[src/rtl/decoder_seq_pkg.sv]
// Shared types for decoder_seq_nx2n.
//   state_e   : controller states (IDLE, HOLD)
//   MODE_*    : encoding of the request mode bit
//   onehot()  : reference one-hot helper, up to 64 lines
package decoder_seq_pkg;

  typedef enum logic {
    IDLE = 1'b0,
    HOLD = 1'b1
  } state_e;

  localparam logic MODE_DIRECT = 1'b0;
  localparam logic MODE_SCAN   = 1'b1;

  function automatic logic [63:0] onehot(input logic [5:0] idx, input logic en);
    return en ? (64'd1 << idx) : 64'd0;
  endfunction

endpackage

[src/rtl/decoder_seq_nx2n_if.sv]
// Request/strobe bundle for decoder_seq_nx2n.
//   master : requester side (drives in_valid/in_mode/in_addr/in_hold)
//   slave  : decoder side (drives in_ready and the out_* strobe signals)
interface decoder_seq_nx2n_if #(
  parameter int IN_W   = 4,
  parameter int HOLD_W = 4
) ();
  localparam int OUT_W = 2 ** IN_W;

  logic              in_valid;
  logic              in_ready;
  logic              in_mode;
  logic [IN_W-1:0]   in_addr;
  logic [HOLD_W-1:0] in_hold;
  logic [OUT_W-1:0]  out_y;
  logic [IN_W-1:0]   out_idx;
  logic              out_valid;
  logic              scan_done;

  modport master (
    output in_valid, in_mode, in_addr, in_hold,
    input  in_ready, out_y, out_idx, out_valid, scan_done
  );

  modport slave (
    input  in_valid, in_mode, in_addr, in_hold,
    output in_ready, out_y, out_idx, out_valid, scan_done
  );
endinterface

[src/rtl/decoder_seq_nx2n_core.sv]
// dec_onehot_core: combinational enable-gated IN_W -> 2^IN_W decoder.
//   en   : all outputs forced low when 0
//   addr : selected line
//   y    : one-hot (or zero) result
module dec_onehot_core #(
  parameter int IN_W  = 4,
  localparam int OUT_W = 2 ** IN_W
) (
  input  logic             en,
  input  logic [IN_W-1:0]  addr,
  output logic [OUT_W-1:0] y
);
  // One comparator per line; a single en gate replaces the old
  // cascaded enables of the 3x8 stages.
  for (genvar i = 0; i < OUT_W; i++) begin : g_line
    assign y[i] = en && (addr == IN_W'(i));
  end
endmodule

[src/rtl/decoder_seq_nx2n.sv]
// decoder_seq_nx2n: registered one-hot decoder with programmable hold.
//   clk, rst_n : clock, synchronous active-low reset
//   bus        : slave side of decoder_seq_nx2n_if
//                direct mode holds one line for hold+1 cycles,
//                scan mode walks the line upward, hold+1 cycles per line.
// Optional: DECODER_SEQ_SCAN_WRAP_EN makes scans wrap around and end
// on the line just below the start index.
module decoder_seq_nx2n
  import decoder_seq_pkg::*;
#(
  parameter int IN_W   = 4,
  parameter int HOLD_W = 4,
  localparam int OUT_W = 2 ** IN_W
) (
  input  logic                clk,
  input  logic                rst_n,
  decoder_seq_nx2n_if.slave   bus
);

  state_e            state_q, state_d;
  logic              mode_q, mode_d;
  logic [HOLD_W-1:0] hold_q, hold_d;
  logic [HOLD_W-1:0] cnt_q, cnt_d;
  logic [IN_W-1:0]   last_q, last_d;
  logic [IN_W-1:0]   idx_q, idx_d;
  logic [OUT_W-1:0]  y_q, y_d;
  logic              done_q, done_d;
  logic              act_d;

  always_comb begin
    state_d = state_q;
    mode_d  = mode_q;
    hold_d  = hold_q;
    cnt_d   = cnt_q;
    last_d  = last_q;
    idx_d   = idx_q;
    act_d   = (state_q == HOLD);
    done_d  = 1'b0;
    unique case (state_q)
      IDLE: begin
        if (bus.in_valid) begin
          state_d = HOLD;
          mode_d  = bus.in_mode;
          hold_d  = bus.in_hold;
          cnt_d   = bus.in_hold;
          idx_d   = bus.in_addr;
          act_d   = 1'b1;
`ifdef DECODER_SEQ_SCAN_WRAP_EN
          last_d  = IN_W'(bus.in_addr - 1'b1);
`else
          last_d  = '1;
`endif
        end
      end
      HOLD: begin
        if (cnt_q != '0) begin
          cnt_d = cnt_q - 1'b1;
        end else if (mode_q == MODE_SCAN && idx_q != last_q) begin
          // Next line; the index increment is naturally mod 2^IN_W.
          idx_d = IN_W'(idx_q + 1'b1);
          cnt_d = hold_q;
        end else begin
          state_d = IDLE;
          idx_d   = '0;
          act_d   = 1'b0;
          done_d  = (mode_q == MODE_SCAN);
        end
      end
      default: state_d = IDLE;
    endcase
  end

  // out_y is always rebuilt from the next index, so it can never be multi-hot.
  dec_onehot_core #(.IN_W(IN_W)) u_core (
    .en   (act_d),
    .addr (idx_d),
    .y    (y_d)
  );

  always_ff @(posedge clk) begin
    if (!rst_n) begin
      state_q <= IDLE;
      mode_q  <= MODE_DIRECT;
      hold_q  <= '0;
      cnt_q   <= '0;
      last_q  <= '0;
      idx_q   <= '0;
      y_q     <= '0;
      done_q  <= 1'b0;
    end else begin
      state_q <= state_d;
      mode_q  <= mode_d;
      hold_q  <= hold_d;
      cnt_q   <= cnt_d;
      last_q  <= last_d;
      idx_q   <= idx_d;
      y_q     <= y_d;
      done_q  <= done_d;
    end
  end

  assign bus.in_ready  = (state_q == IDLE);
  assign bus.out_y     = y_q;
  assign bus.out_idx   = idx_q;
  assign bus.out_valid = |y_q;
  assign bus.scan_done = done_q;

endmodule

[src/flat_wrapper.sv]
// flat-port wrapper written by rule: the top's interface ports become plain ports
module decoder_seq_nx2n_flat import decoder_seq_pkg::*;
#(
  parameter int IN_W   = 4,
  parameter int HOLD_W = 4,
  localparam int OUT_W = 2 ** IN_W
)
  (clk, rst_n, bus_in_valid, bus_in_mode, bus_in_addr, bus_in_hold, bus_in_ready, bus_out_y, bus_out_idx, bus_out_valid, bus_scan_done);
  decoder_seq_nx2n_if #(.IN_W(IN_W), .HOLD_W(HOLD_W)) bus_i ();
  input  logic clk;
  input  logic rst_n;
  input wire logic [$bits(bus_i.in_valid)-1:0] bus_in_valid;
  input wire logic [$bits(bus_i.in_mode)-1:0] bus_in_mode;
  input wire logic [$bits(bus_i.in_addr)-1:0] bus_in_addr;
  input wire logic [$bits(bus_i.in_hold)-1:0] bus_in_hold;
  output wire logic [$bits(bus_i.in_ready)-1:0] bus_in_ready;
  output wire logic [$bits(bus_i.out_y)-1:0] bus_out_y;
  output wire logic [$bits(bus_i.out_idx)-1:0] bus_out_idx;
  output wire logic [$bits(bus_i.out_valid)-1:0] bus_out_valid;
  output wire logic [$bits(bus_i.scan_done)-1:0] bus_scan_done;
  assign bus_i.in_valid = bus_in_valid;
  assign bus_i.in_mode = bus_in_mode;
  assign bus_i.in_addr = bus_in_addr;
  assign bus_i.in_hold = bus_in_hold;
  assign bus_in_ready = bus_i.in_ready;
  assign bus_out_y = bus_i.out_y;
  assign bus_out_idx = bus_i.out_idx;
  assign bus_out_valid = bus_i.out_valid;
  assign bus_scan_done = bus_i.scan_done;
  decoder_seq_nx2n #(.IN_W(IN_W), .HOLD_W(HOLD_W)) u_core (.clk(clk), .rst_n(rst_n), .bus(bus_i));
endmodule
[config.mk]
export PLATFORM = sky130hd
export DESIGN_NAME = decoder_seq_nx2n_flat
export DESIGN_NICKNAME = d
export VERILOG_FILES = /design/src/rtl/decoder_seq_pkg.sv /design/src/rtl/decoder_seq_nx2n_if.sv /design/src/rtl/decoder_seq_nx2n_core.sv /design/src/rtl/decoder_seq_nx2n.sv /design/src/flat_wrapper.sv
export SDC_FILE = /design/constraint.sdc
export NUM_CORES = 1
export LEC_CHECK = 0
export ABC_AREA = 0
export CORE_ASPECT_RATIO = 1.1
export CORE_MARGIN = 8
export CORE_UTILIZATION = 45
export DETAILED_ROUTE_END_ITERATION = 8
export DONT_BUFFER_PORTS = 1
export GPL_ROUTABILITY_DRIVEN = 0
export GPL_TIMING_DRIVEN = 0
export MAX_ROUTING_LAYER = met4
export PLACE_DENSITY = 0.58
export RECOVER_POWER = 100
export SETUP_SLACK_MARGIN = 0.05
export SLEW_MARGIN = 10
export SYNTH_ARGS = -nofsm -noshare
export SYNTH_HDL_FRONTEND = slang
export SYNTH_HIERARCHICAL = 1
export SYNTH_SLANG_ARGS = --single-unit
[constraint.sdc]
create_clock -name clk -period 5.9 [get_ports clk]
set_input_delay 1.475 -clock clk [delete_from_list [all_inputs] [get_ports clk]]
set_output_delay 1.475 -clock clk [all_outputs]
set_load 0.01 [all_outputs]
Word level (Yosys, flattened, before mapping). Cells that the tools add are included.

Flip-flop bits (word level): 32. Input bits: 12. Logic and storage cells: 65.

Add/sub/neg operators: 2. Equal/unequal tests: 18. Mux-type cells: 12. Bitwise logic cells: 2. Reduce and logical (&&, ||, !) cells: 23.

Operators with widths (number): 4-bit == test, second input constant (8); 4-bit two-way mux (6); 1-bit logical AND (17); 4-bit by 3-bit == test with 1-bit output, second input constant (4); 4-bit case mux with 2 select lines (2); 16-bit OR reduction (1); 4-bit by 2-bit == test with 1-bit output, second input constant (2); 4-bit by 1-bit adder with 4-bit output, second input constant (1); 4-bit by 1-bit == test with 1-bit output, second input constant (1); 4-bit logical NOT (1); 4-bit inequality test (1); 2-bit AND reduction (2); 4-bit nonzero test (1); 4-bit OR reduction (1); 4-bit by 1-bit subtractor with 4-bit output, second input constant (1); 1-bit two-way mux (3); 3-bit inequality test, second input constant (1); 2-bit inequality test, second input constant (1); 1-bit inverter (2); 1-bit case mux with 2 select lines (1).

Logic depth before layout (Yosys ltp). Gate-level depths: netlist of the first run.

Word-level depth: 7. Depth in mapped cells: 10. Depth with buffers taken out: 9.

Cells and area by module. Netlist of the first run, hierarchy kept.

Modules (own cells, without submodules): decoder_seq_nx2n (instances 1, cells an instance 149, area each 1393.8 um^2, sequential area each 640.6 um^2); dec_onehot_core (instances 1, cells an instance 23, area each 117.6 um^2, sequential area each 0.0 um^2).

Worst setup path before layout of the first run. OpenSTA, ideal clock, no wires.

Path type: input to register. Start: input port bus_in_valid. End: register u_core.y_q[0], in the netlist u_core/bus.out_y[0]. Setup time: 0.059 ns. Data arrival time: 2.985 ns. Required time: 5.841 ns. Setup slack: 2.855 ns. Stages: 9. Buffers on the path: 2. Cell sequence: clkbuf_1 > nor2b_1 > buf_2 > a21o_1 > a31oi_4 > inv_1 > or3b_4 > nor3_2 > and2_1.

Elaborated cells on any way between the ends: 6. Those cells by class: mux: 4; reduce/logical: 2.

RTL lines: start, declared (RTL line flat_wrapper.sv:12) `input wire logic [$bits(bus_i.in_valid)-1:0] bus_in_valid;`; 1-bit two-way mux (RTL line decoder_seq_nx2n.sv:41) `if (bus.in_valid) begin`; 1-bit case mux with 2 select lines (RTL line decoder_seq_nx2n.sv:39) `unique case (state_q)`; via u_core.act_d (RTL line decoder_seq_nx2n.sv:28) `logic act_d;`; 1-bit logical AND (RTL line decoder_seq_nx2n_core.sv:16) `assign y[i] = en && (addr == IN_W'(i));`; via u_core.y_d[0] (RTL line decoder_seq_nx2n.sv:26) `logic [OUT_W-1:0] y_q, y_d;`; end signal, assigned (RTL line decoder_seq_nx2n.sv:97) `y_q <= y_d;`; end, declared (RTL line decoder_seq_nx2n.sv:26).

The timed path passes the listed nets, and every way through them passes these cells. A chain may end at the register's enable or synchronous reset.

Worst setup path after layout of the first run. Same ends and word-level chain as after synthesis.

==> impl_metrics.env, run 1 <==
export IMPL_status="finished clean"
export IMPL_synth_top_area_cell="dfxtp_1"
export IMPL_rows=22
export IMPL_worst_slew_pin_slew_ps=771
export IMPL_dp_hpwl_um=2650
export IMPL_synth_area_um2=1510
export IMPL_cts_sinks=32
export IMPL_ys_flop_type="dfxtp_1"
export IMPL_clockBufferDepth=2
export IMPL_tritoncts="built"
export IMPL_crit_type="in2reg"
export IMPL_synthTopCellsByArea="dfxtp_1 42%, and2_1 7.0%, mux2i_1 6.6%, nor2_1 6.0%, nor2b_1 2.5%"
export IMPL_critical_path_top_delay_family="compound AO/OA/AOI/OAI gates"
export IMPL_grt_pass1_vias=1232
export IMPL_yosysSeqAreaShare=0.424
export IMPL_fmax_mhz=289
export IMPL_finClkSkew_ps=17.3
export IMPL_io_buffers=0
export IMPL_vias=1242
export IMPL_period_minus_slack_ps=3460
export IMPL_ant_nets=0
export IMPL_synth_edf_count=0
export IMPL_tritoncts_num_buffers=5
export IMPL_place_area_um2=1560
export IMPL_rsz0062_at_grt="false"
export IMPL_yosys_warnings=6
export IMPL_synth_nets=186
export IMPL_hold_depth=2
export IMPL_fin_util=0.489
export IMPL_path_clk_slew_ps=110
export IMPL_synth_most_common_cell="dfxtp_1"
export IMPL_grt_overflow_total=0
export IMPL_grt_max_degree=11
export IMPL_pwr_density_cell_nw_per_um2=312
export IMPL_drc=0
export IMPL_maxCapViolations=0
export IMPL_placed_cells=208
export IMPL_yosysUniqueCellTypes=40
export IMPL_worst_path_stages=9
export IMPL_cp_end_kind="flip-flop"
export IMPL_setup_tns_final_ps=0
export IMPL_cp_start_kind="primary input"
export IMPL_cp_arrival_ps=3680
export IMPL_diodes=0
export IMPL_clock_root_buffer="clkbuf_4"
export IMPL_ys_seq_elements=32
export IMPL_hp_class="reg2reg"
export IMPL_peakVddDrop_mv=0.149
export IMPL_netlist_area_leader_share=0.424
export IMPL_async_flop_share=0
export IMPL_die_w_um=71.3
export IMPL_layout_cells_non_filler=215
export IMPL_critPathBufInv=3
export IMPL_path_max_fanout=9
export IMPL_critical_path_cell_chain="clkbuf_1, nor2b_1, clkbuf_1, a21o_1, a31oi_1, inv_1, or3b_1, nor3_2, and2_0"
export IMPL_clk_latency_ps=330
export IMPL_crit_top_cell="clkbuf_1"
export IMPL_p_leak_nw=0.620
export IMPL_drive_gt1_frac=0.0615
export IMPL_grt_antenna_before_repair=0
export IMPL_drv_slew=0
export IMPL_viasPerCell=5.78
export IMPL_ioPinCount=35
export IMPL_hold_violations=0
export IMPL_wirelength_um=3620
export IMPL_syn2layout_area_growth_pct=6.04
export IMPL_hold_buffers=0
export IMPL_start_util=0.461
export IMPL_slew_headroom=0.484
export IMPL_die_h_um=76.8
export IMPL_drt_initial_drc_count=92
export IMPL_cts_setup_buffers=0
export IMPL_die_area_um2=5470
export IMPL_critPathMaxStageDelay_ps=580
export IMPL_slowest_stage="a31oi_1"
export IMPL_cts_resized=0
export IMPL_final_area_um2=1600
export IMPL_grt_pass1_wl_um=6110
export IMPL_synthCells=172
export IMPL_syn_avg_cell_area_um2=8.79
export IMPL_setup_viol=0
export IMPL_nets=193
export IMPL_cts_max_level=2
export IMPL_ff2ff_path_depth=10
export IMPL_grt_usage=0.143
export IMPL_synthTopCellsByCount="32 x dfxtp_1, 24 x nor2_1, 17 x and2_1, 10 x mux2i_1, 8 x nand2_1"
export IMPL_core_area_um2=3280
export IMPL_wl_per_cell_um=16.8
export IMPL_drt_pass1_iterations=4
export IMPL_finalCritPeriodShare=0.586
export IMPL_cp_required_ps=6120
==> area by class of cell <==
cell class	count	area (um^2)
Clock buffer	7	65.1
Buffer	8	37.5
Fill cell	340	1670
Sequential cell	32	641
Tap cell	36	45.0
Multi-Input combinational cell	127	796
Inverter	5	18.8
==> cells in the final DEF (no fill, tap or decap), types with 2 or more instances in the layout <==
cell type | Yosys | layout
nor3_1 | 6 | 6
a21o_1 | 2 | 2
nand4_1 | 3 | 3
nand3_1 | 4 | 4
o21ai_0 | 4 | 4
nor4_1 | 4 | 4
inv_1 | 5 | 5
nand2b_1 | 2 | 2
nor2b_1 | 6 | 6
clkbuf_8 | 0 | 2
o211ai_1 | 3 | 3
clkbuf_1 | 6 | 7
dfxtp_1 | 32 | 32
nor3b_1 | 2 | 2
clkbuf_4 | 0 | 5
and2_1 | 17 | 7
and2_0 | 0 | 10
or3b_1 | 1 | 2
nand2_1 | 8 | 8
a211oi_1 | 4 | 4
a31oi_1 | 3 | 4
ha_1 | 2 | 2
nand3b_1 | 2 | 2
a21oi_1 | 5 | 5
mux2i_1 | 10 | 10
nor2_1 | 24 | 24
==> logic make-up after synthesis <==
family | synth area share
mux | 0.0737
compound gates | 0.148
simple gates | 0.300
buf+inv | 0.0381
fa+ha+maj | 0.0166
flops | 0.424
==> sequential cells by signal, summed over array words and instances (netlist names) <==
signal / cells
u_core/mode_q: 1
u_core/bus.out_idx: 4
u_core/bus.scan_done: 1
u_core/state_q: 1
u_core/hold_q: 4
u_core/cnt_q: 4
u_core/bus.out_y: 16
u_core/last_q: 1
==> tightest hold or removal path, stage by stage, from the launching register on <==
cell     delay, ps
dfxtp_1        340
nand4_1         70
a21oi_1         40
==> layer usage <==
layer  vias up  global-route usage  share of wire
met2        30               0.227           0.51
met5         -                   -              0
met3         6              0.0546          0.069
met4         0              0.0500          0.015
met1       585               0.159           0.41
li1        621                   -              -
==> power by group <==
| group | switching (mW) | internal (mW) |
|---|---|---|
| logic | 0.0690 | 0.0456 |
| registers | 0.0179 | 0.230 |
| clock network | 0.0712 | 0.0675 |
==> per-stage QoR <==
stage	hold WS, ps	total power [mW]	worst slack (ps)
2_1_floorplan	440	0.343	2860
3_3_place_gp	465	0.367	2580
3_5_place_dp	465	0.370	2540
4_1_cts	485	0.509	2890
5_1_grt	495	0.530	2360
6_report	482	0.501	2440
==> worst paths after layout <==
check / from / end / slack (ps)
worst max register to register: u_core/cnt_q[0] / u_core/bus.out_y[0] / 3090
worst max-delay path: bus_in_valid / u_core/bus.out_y[0] / 2440
worst min-delay path: u_core/mode_q / u_core/bus.scan_done / 480
worst min register to register: u_core/mode_q / u_core/bus.scan_done / 480
Power figures use the tool's default switching activity.
==> inputs of run 2 (changes only) <==
Clock period 5.9 ns to 3.19 ns, I/O delays scaled along.
==> impl_metrics.env, run 2 (synthesis results as in run 1) <==
export IMPL_ioPinCount=35
export IMPL_hold_violations=0
export IMPL_setup_tns_final_ps=0
export IMPL_ant_nets=0
export IMPL_syn2layout_area_growth_pct=6.54
export IMPL_grt_antenna_before_repair=0
export IMPL_grt_max_degree=11
export IMPL_die_area_um2=5470
export IMPL_grt_usage=0.143
export IMPL_die_h_um=76.8
export IMPL_comb_power_share=0.227
export IMPL_period_minus_slack_ps=2650
export IMPL_tritoncts="built"
export IMPL_die_w_um=71.3
export IMPL_cp_start_kind="flip-flop"
export IMPL_finClkSkew_ps=16.8
export IMPL_p_leak_nw=0.617
export IMPL_cp_end_kind="flip-flop"
export IMPL_total_power_mw=0.925
export IMPL_nets=193
export IMPL_fmax_mhz=377
export IMPL_pwr_share_seq=0.496
export IMPL_drive_gt1_frac=0.0615
export IMPL_grt_pass1_vias=1232
export IMPL_gr_usage_met3=0.0546
export IMPL_setup_slack_ps=541
export IMPL_intPower_mw=0.630
export IMPL_pre_cts_ws_ps=509
export IMPL_grt_pass1_wl_um=6110
export IMPL_final_cell_mix="32 x dfxtp_1, 24 x nor2_1, 10 x mux2i_1, 10 x and2_0"
export IMPL_fin_util=0.492
export IMPL_clock_root_buffer="clkbuf_4"
export IMPL_hp_class="reg2reg"
export IMPL_path_clk_slew_ps=100
export IMPL_mostFrequentLayoutCell="dfxtp_1"
export IMPL_cts_setup_buffers=0
export IMPL_cp_arrival_ps=2920
export IMPL_wl_per_cell_um=16.8
export IMPL_maxCapViolations=0
export IMPL_status="finished clean"
export IMPL_drv_slew=0
export IMPL_diodes=0
export IMPL_drc=0
export IMPL_rows=22
export IMPL_cts_sinks=32
export IMPL_rsz0062_at_grt="false"
export IMPL_core_area_um2=3280
export IMPL_nFillCells=338
export IMPL_vias=1251
export IMPL_setup_viol=0
export IMPL_largest_register_ffs=16
export IMPL_dp_hpwl_um=2650
export IMPL_pwr_density_cell_nw_per_um2=574
export IMPL_hold_buffers=0
export IMPL_viasPerCell=5.82
export IMPL_path_max_fanout=10
export IMPL_io_buffers=0
export IMPL_met2_usage=0.227
export IMPL_cp_required_ps=3460
export IMPL_wirelength_um=3620
export IMPL_busiest_layer="met2"
export IMPL_tritoncts_num_buffers=5
export IMPL_grt_use_met1=0.159
export IMPL_p_sw_frac=0.319
export IMPL_clk_latency_ps=330
export IMPL_worst_slew_pin_slew_ps=564
export IMPL_finalCritPeriodShare=0.830
export IMPL_peakVddDrop_mv=0.273
export IMPL_clkPwrFrac=0.277
export IMPL_clockBufferDepth=2
export IMPL_slew_headroom=0.622
export IMPL_crit_type="reg2reg"
export IMPL_drt_pass1_iterations=4
export IMPL_grt_overflow_total=0
export IMPL_drt_initial_drc_count=89
export IMPL_p_sw_mw=0.295
export IMPL_cts_resized=0
export IMPL_start_util=0.461
export IMPL_cts_max_level=2
-- run 2: per-layer routing --
metal,vias up,part of all wire
li1,621,-
met1,593,0.41
met2,31,0.50
met3,6,0.073
met4,0,0.015
met5,-,0
-- run 2: layout make-up --
type                       count  area (um^2)  area share
multi-input combinational    127          811       0.503
sequential                    32          641       0.398
clock buffer                   7         65.1      0.0404
tap                           36         45.0      0.0280
buffer                         8         30.0      0.0186
inverter                       5         18.8      0.0117
-- run 2: worst paths after layout --
check	startpoint	to	slack [ps]	cells past startpoint
worst max-delay path	u_core/cnt_q[0]	u_core/bus.out_y[0]	540	10
worst min-delay path	u_core/mode_q	u_core/bus.scan_done	480	2
worst max register to register	u_core/cnt_q[0]	u_core/bus.out_y[0]	540	10
worst min register to register	u_core/mode_q	u_core/bus.scan_done	480	2
-- run 2: critical path, cell delays in order (launching register included) --
cell,delay [ps]
dfxtp_1,380
inv_1,80
ha_1,270
or3b_1,180
clkbuf_1,370
nor3_1,100
o211ai_1,240
a21oi_1,180
or3b_1,480
nor3_2,170
and2_1,150
-- run 2: power by group through the flow --
stage	logic [mW]	registers (mW)	clock network, mW
global placement	0.213	0.467	0
global route	0.232	0.463	0.283
finish	0.210	0.458	0.256
detailed placement	0.216	0.467	0
CTS	0.218	0.458	0.266
floorplan	0.176	0.459	0
-- run 2: stage by stage --
stage	area [um^2]	hold WS [ps]	instances
2_1_floorplan	1510	440	172
3_3_place_gp	1560	465	208
3_5_place_dp	1560	465	208
4_1_cts	1620	485	215
5_1_grt	1610	495	215
6_report	1610	481	215
==> inputs of run 3 (changes only) <==
Clock period 3.19 ns to 2.75 ns, I/O delays scaled along.
==> impl_metrics.env, run 3 (synthesis results as in run 1) <==
export IMPL_status="finished clean"
export IMPL_tritoncts="built"
export IMPL_drc=0
export IMPL_clock_root_buffer="clkbuf_4"
export IMPL_mostFrequentLayoutCell="dfxtp_1"
export IMPL_grt_pass1_vias=1232
export IMPL_cts_max_level=2
export IMPL_critPathBufInv=3
export IMPL_period_minus_slack_ps=2520
export IMPL_diodes=0
export IMPL_hp_class="reg2reg"
export IMPL_critPathMaxStageDelay_ps=440
export IMPL_setup_tns_final_ps=0
export IMPL_clockBufferDepth=2
export IMPL_p_sw_mw=0.345
export IMPL_cp_end_kind="flip-flop"
export IMPL_critical_path_top_delay_family="simple AND/OR/NAND/NOR gates"
export IMPL_drv_slew=0
export IMPL_finalCritPeriodShare=0.916
export IMPL_viasPerCell=5.92
export IMPL_hold_buffers=0
export IMPL_drt_initial_drc_count=86
export IMPL_rows=22
export IMPL_hold_violations=0
export IMPL_clkPwrFrac=0.274
export IMPL_drive_gt1_frac=0.0782
export IMPL_pwr_density_cell_nw_per_um2=666
export IMPL_die_w_um=71.3
export IMPL_die_h_um=76.8
export IMPL_grt_usage=0.143
export IMPL_nFillCells=340
export IMPL_wl_per_cell_um=16.9
export IMPL_pre_cts_ws_ps=179
export IMPL_cp_startpoint="bus_in_valid"
export IMPL_dp_hpwl_um=2650
export IMPL_syn2layout_area_growth_pct=7.70
export IMPL_start_util=0.461
export IMPL_crit_type="in2reg"
export IMPL_clk_latency_ps=330
export IMPL_ant_nets=0
export IMPL_fmax_mhz=397
export IMPL_grt_max_degree=11
export IMPL_setup_viol=0
export IMPL_largest_register_ffs=16
export IMPL_tritoncts_num_buffers=5
export IMPL_comb_power_share=0.235
export IMPL_hold_start="u_core/mode_q"
export IMPL_cp_required_ps=3020
export IMPL_io_buffers=0
export IMPL_die_area_um2=5470
export IMPL_r2r_start="u_core/cnt_q[0]"
export IMPL_maxCapViolations=0
export IMPL_p_sw_frac=0.318
export IMPL_peakVddDrop_mv=0.320
export IMPL_p_leak_nw=0.624
export IMPL_wirelength_um=3620
export IMPL_grt_antenna_before_repair=0
export IMPL_core_area_um2=3280
export IMPL_rsz0062_at_grt="false"
export IMPL_cts_sinks=32
export IMPL_worst_slew_pin_slew_ps=530
export IMPL_setup_slack_ps=231
export IMPL_pwr_share_seq=0.491
export IMPL_grt_overflow_total=0
export IMPL_r2r_slack_ps=320
export IMPL_cp_start_kind="primary input"
export IMPL_path_clk_slew_ps=110
export IMPL_cts_setup_buffers=0
export IMPL_crit_top_cell="clkbuf_1"
export IMPL_path_max_fanout=9
export IMPL_cp_arrival_ps=2790
export IMPL_nets=193
export IMPL_ioPinCount=35
export IMPL_intPower_mw=0.739
export IMPL_final_cell_mix="32 x dfxtp_1, 24 x nor2_1, 10 x mux2i_1"
export IMPL_fin_util=0.497
export IMPL_finClkSkew_ps=17.5
export IMPL_slew_headroom=0.646
export IMPL_grt_pass1_wl_um=6110
export IMPL_slowest_stage="or3b_1"
export IMPL_vias=1273
export IMPL_drt_pass1_iterations=5
export IMPL_critical_path_cell_chain="clkbuf_1, nor2b_1, clkbuf_1, a21o_1, a31oi_4, inv_1, or3b_1, nor3_2, and2_1"
run 3: cell count changes in the layout (fill, tap and decap cells not counted), sizes merged:
cell and delta:
clkbuf -1, buf +1
run 3: path summary, 6_finish.rpt:
check                           depth (start not counted)                    to
worst max-delay path                                    9   u_core/bus.out_y[0]
worst min-delay path                                    2  u_core/bus.scan_done
worst max register to register                          9   u_core/bus.out_y[0]
worst min register to register                          2  u_core/bus.scan_done
run 3: worst register-to-register path, cell delays in order, from the launching register on:
cell,delay (ps)
dfxtp_1,340
inv_1,80
ha_1,270
or3b_1,390
buf_6,150
a21oi_1,220
a21oi_2,130
or3b_1,470
nor3_2,170
and2_1,150
run 3: repair_timing:
action | CTS | global route
endpoints found under the hold margin | 0 | 0
setup endpoints to repair | 0 | 12
resized for setup | 0 | 2
run 3: area by class of cell:
class                      count  area (um^2)  area share
buffer                         8         37.5      0.0231
clock buffer                   7         65.1      0.0400
inverter                       5         18.8      0.0115
multi-input combinational    127          821       0.504
sequential                    32          641       0.394
tap                           36         45.0      0.0277
run 3: through the flow:
stage / cell area (um^2) / hold slack, ps / power [mW] / instances
after CTS: 1620 / 485 / 1.09 / 215
after global routing: 1630 / 479 / 1.15 / 215
after detailed placement: 1560 / 465 / 0.793 / 208
final: 1630 / 482 / 1.08 / 215
after global placement: 1560 / 465 / 0.788 / 208
after floorplan: 1510 / 440 / 0.737 / 172
run 3: power groups by stage:
stage,registers (mW),logic (mW),clock network (mW)
4_1_cts,0.532,0.253,0.309
3_3_place_gp,0.541,0.247,0
6_report,0.532,0.255,0.297
3_5_place_dp,0.542,0.251,0
5_1_grt,0.537,0.281,0.329
2_1_floorplan,0.533,0.204,0
run 3: per-layer routing:
metal / routed length, um / vias to the layer above / global-route usage
met1: 1470 / 613 / 0.159
met2: 1850 / 33 / 0.227
li1: - / 622 / -
met5: 0 / - / -
met3: 261 / 5 / 0.0546
met4: 36 / 0 / 0.0500
==> edit (settings of run 3) <==
`HOLD_W` is set to 4 in 3 places; all go to 3.
--- a/src/rtl/decoder_seq_nx2n_if.sv
+++ b/src/rtl/decoder_seq_nx2n_if.sv
@@ -3,7 +3,7 @@
 //   slave  : decoder side (drives in_ready and the out_* strobe signals)
 interface decoder_seq_nx2n_if #(
   parameter int IN_W   = 4,
-  parameter int HOLD_W = 4
+  parameter int HOLD_W = 3
 ) ();
   localparam int OUT_W = 2 ** IN_W;
 
--- a/src/rtl/decoder_seq_nx2n.sv
+++ b/src/rtl/decoder_seq_nx2n.sv
@@ -9,7 +9,7 @@
   import decoder_seq_pkg::*;
 #(
   parameter int IN_W   = 4,
-  parameter int HOLD_W = 4,
+  parameter int HOLD_W = 3,
   localparam int OUT_W = 2 ** IN_W
 ) (
   input  logic                clk,
--- a/src/flat_wrapper.sv
+++ b/src/flat_wrapper.sv
@@ -2,7 +2,7 @@
 module decoder_seq_nx2n_flat import decoder_seq_pkg::*;
 #(
   parameter int IN_W   = 4,
-  parameter int HOLD_W = 4,
+  parameter int HOLD_W = 3,
   localparam int OUT_W = 2 ** IN_W
 )
   (clk, rst_n, bus_in_valid, bus_in_mode, bus_in_addr, bus_in_hold, bus_in_ready, bus_out_y, bus_out_idx, bus_out_valid, bus_scan_done);
Ports: changed (resized bus_in_hold); port bits go from 35 to 34. The function was not compared with the original's and may differ.
==> edit against run 3 <==
  * Sequential cell count is 2 lower
  * Setup slack improved by 74 ps
  * Wire length fell by 11%
  * Via count fell by 9.3%
  * Area after synthesis decreased by 6.3%
  * Total power is 3.2% lower
  * Design area down 6.1%
  * Core utilization grew 0.91 points
==> edit: results (changes against run 3) <==
* Max stage delay on crit path at 510 ps (+70 ps)
* Syn_nets at 175 (-5.9%)
* P_leak at 0.569 nW (-8.9%)
* Number of DRC markers in iteration 0 at 52 (-40%)
* Most frequent cells after synthesis: dfxtp_1 (30), and2_1 (21), nor2_1 (17)
* Vias in the first global route at 1185 (-3.8%)
* Final wirelength at 3.24 mm (-11%)
* Rel. slew slack at 63.6% (-0.92 points)
* # H-tree levels at 2 (unchanged)
* Via-to-Cell Ratio at 5.69 (-3.9%)
* Initial antenna violation count at 0 (unchanged)
* Router iterations before antenna repair at 4 (-1)
* Yosys cell types at 39 (-2.5%)
* Clk Tree Root Cell: clkbuf_4
* Clk_lat worst skew at 320 ps
* Global-route wire length before repair at 5.61 mm (-8.2%)
* DPL Wire Length at 2.48 mm (-6.3%)
* Layout cells sized above 1 at 6.51% (-1.3 points)
* Status: finished clean
* Clock Tree Buf Depth at 2 (unchanged)
* Peak VDD IR at 0.466 mV (+46%)
* Synth area leaders: dfxtp_1 (42%), and2_1 (9.3%), mux2i_1 (5.7%)
* Tot GR Track Use at 13.7% (-0.60 points)
* Worst path slowest cell: or4_1
* Max Fanout on Critical Path at 8 (-1)
* Num CTS Buffers at 5 (unchanged)
* Setup WS pre-CTS at 362 ps (+183 ps)
* Tmin final at 2440 ps (-74.1 ps)
* Clock Skews at 8.06 ps (-9.44 ps)
* Sequential share of the synthesized area at 42.4% (about the same)
-- edit: stage by stage --
| step | utilization, % | cell area, um2 | instances | total power [mW] | hold WS (ps) |
|---|---|---|---|---|---|
| after floorplan | - | 1420 | 161 | 0.673 | 460 |
| after global placement | 48.3 | 1460 | 195 | 0.718 | 482 |
| after detailed placement | 48.3 | 1460 | 195 | 0.722 | 483 |
| after CTS | 50.8 | 1530 | 203 | 1.06 | 506 |
| after global routing | 50.6 | 1530 | 203 | 1.11 | 525 |
| final | 50.6 | 1530 | 203 | 1.05 | 509 |
-- edit: worst paths after layout --
| path | depth (start not counted) | end | from |
|---|---|---|---|
| hold / removal | 1 | u_core/last_q[0] | u_core/last_q[0] |
| setup reg to reg | 9 | u_core/bus.out_y[14] | u_core/cnt_q[0] |
| hold reg to reg | 1 | u_core/last_q[0] | u_core/last_q[0] |
| setup / recovery | 9 | u_core/bus.out_y[14] | u_core/cnt_q[0] |
-- edit: worst reg2reg max path, delay by kind of cell, from the launching register on --
family,cells,cell delay [ps]
compound gates,1,440
fa+ha+maj,1,230
buf+inv,2,320
flops,1,320
simple gates,5,1040
-- edit: area by class of cell --
type | instances | area, um2
Clock buffer | 7 | 45.0
Buffer | 7 | 26.3
Sequential cell | 30 | 601
Inverter | 3 | 11.3
Clock inverter | 1 | 30.0
Tap cell | 34 | 42.5
Fill cell | 322 | 1490
Multi-Input combinational cell | 121 | 773
-- edit: where the power goes --
group	switching [mW]	total (mW)	internal, mW
Combinational	0.130	0.211	0.0812
Clock	0.150	0.343	0.193
Sequential	0.0335	0.495	0.462
-- edit: kinds of logic (layout without fill, tap and decap cells) --
family,Yosys count,in the layout,synth area share [%]
AO/OA/AOI/OAI,26,26,12.0
adder cells (fa/ha/maj),3,3,2.65
buffers and inverters,10,18,2.83
flip-flops,30,30,42.4
multiplexers,9,9,6.45
AND/OR/NAND/NOR,83,83,33.7
-- edit: metal layers --
metal / vias to the layer above / share of wire [%] / global-route usage [%]
li1: 569 / - / -
met1: 536 / 38 / 12.7
met2: 40 / 50 / 23.8
met3: 10 / 8.3 / 6.19
met4: 0 / 3.5 / 7.29
met5: - / 0 / -
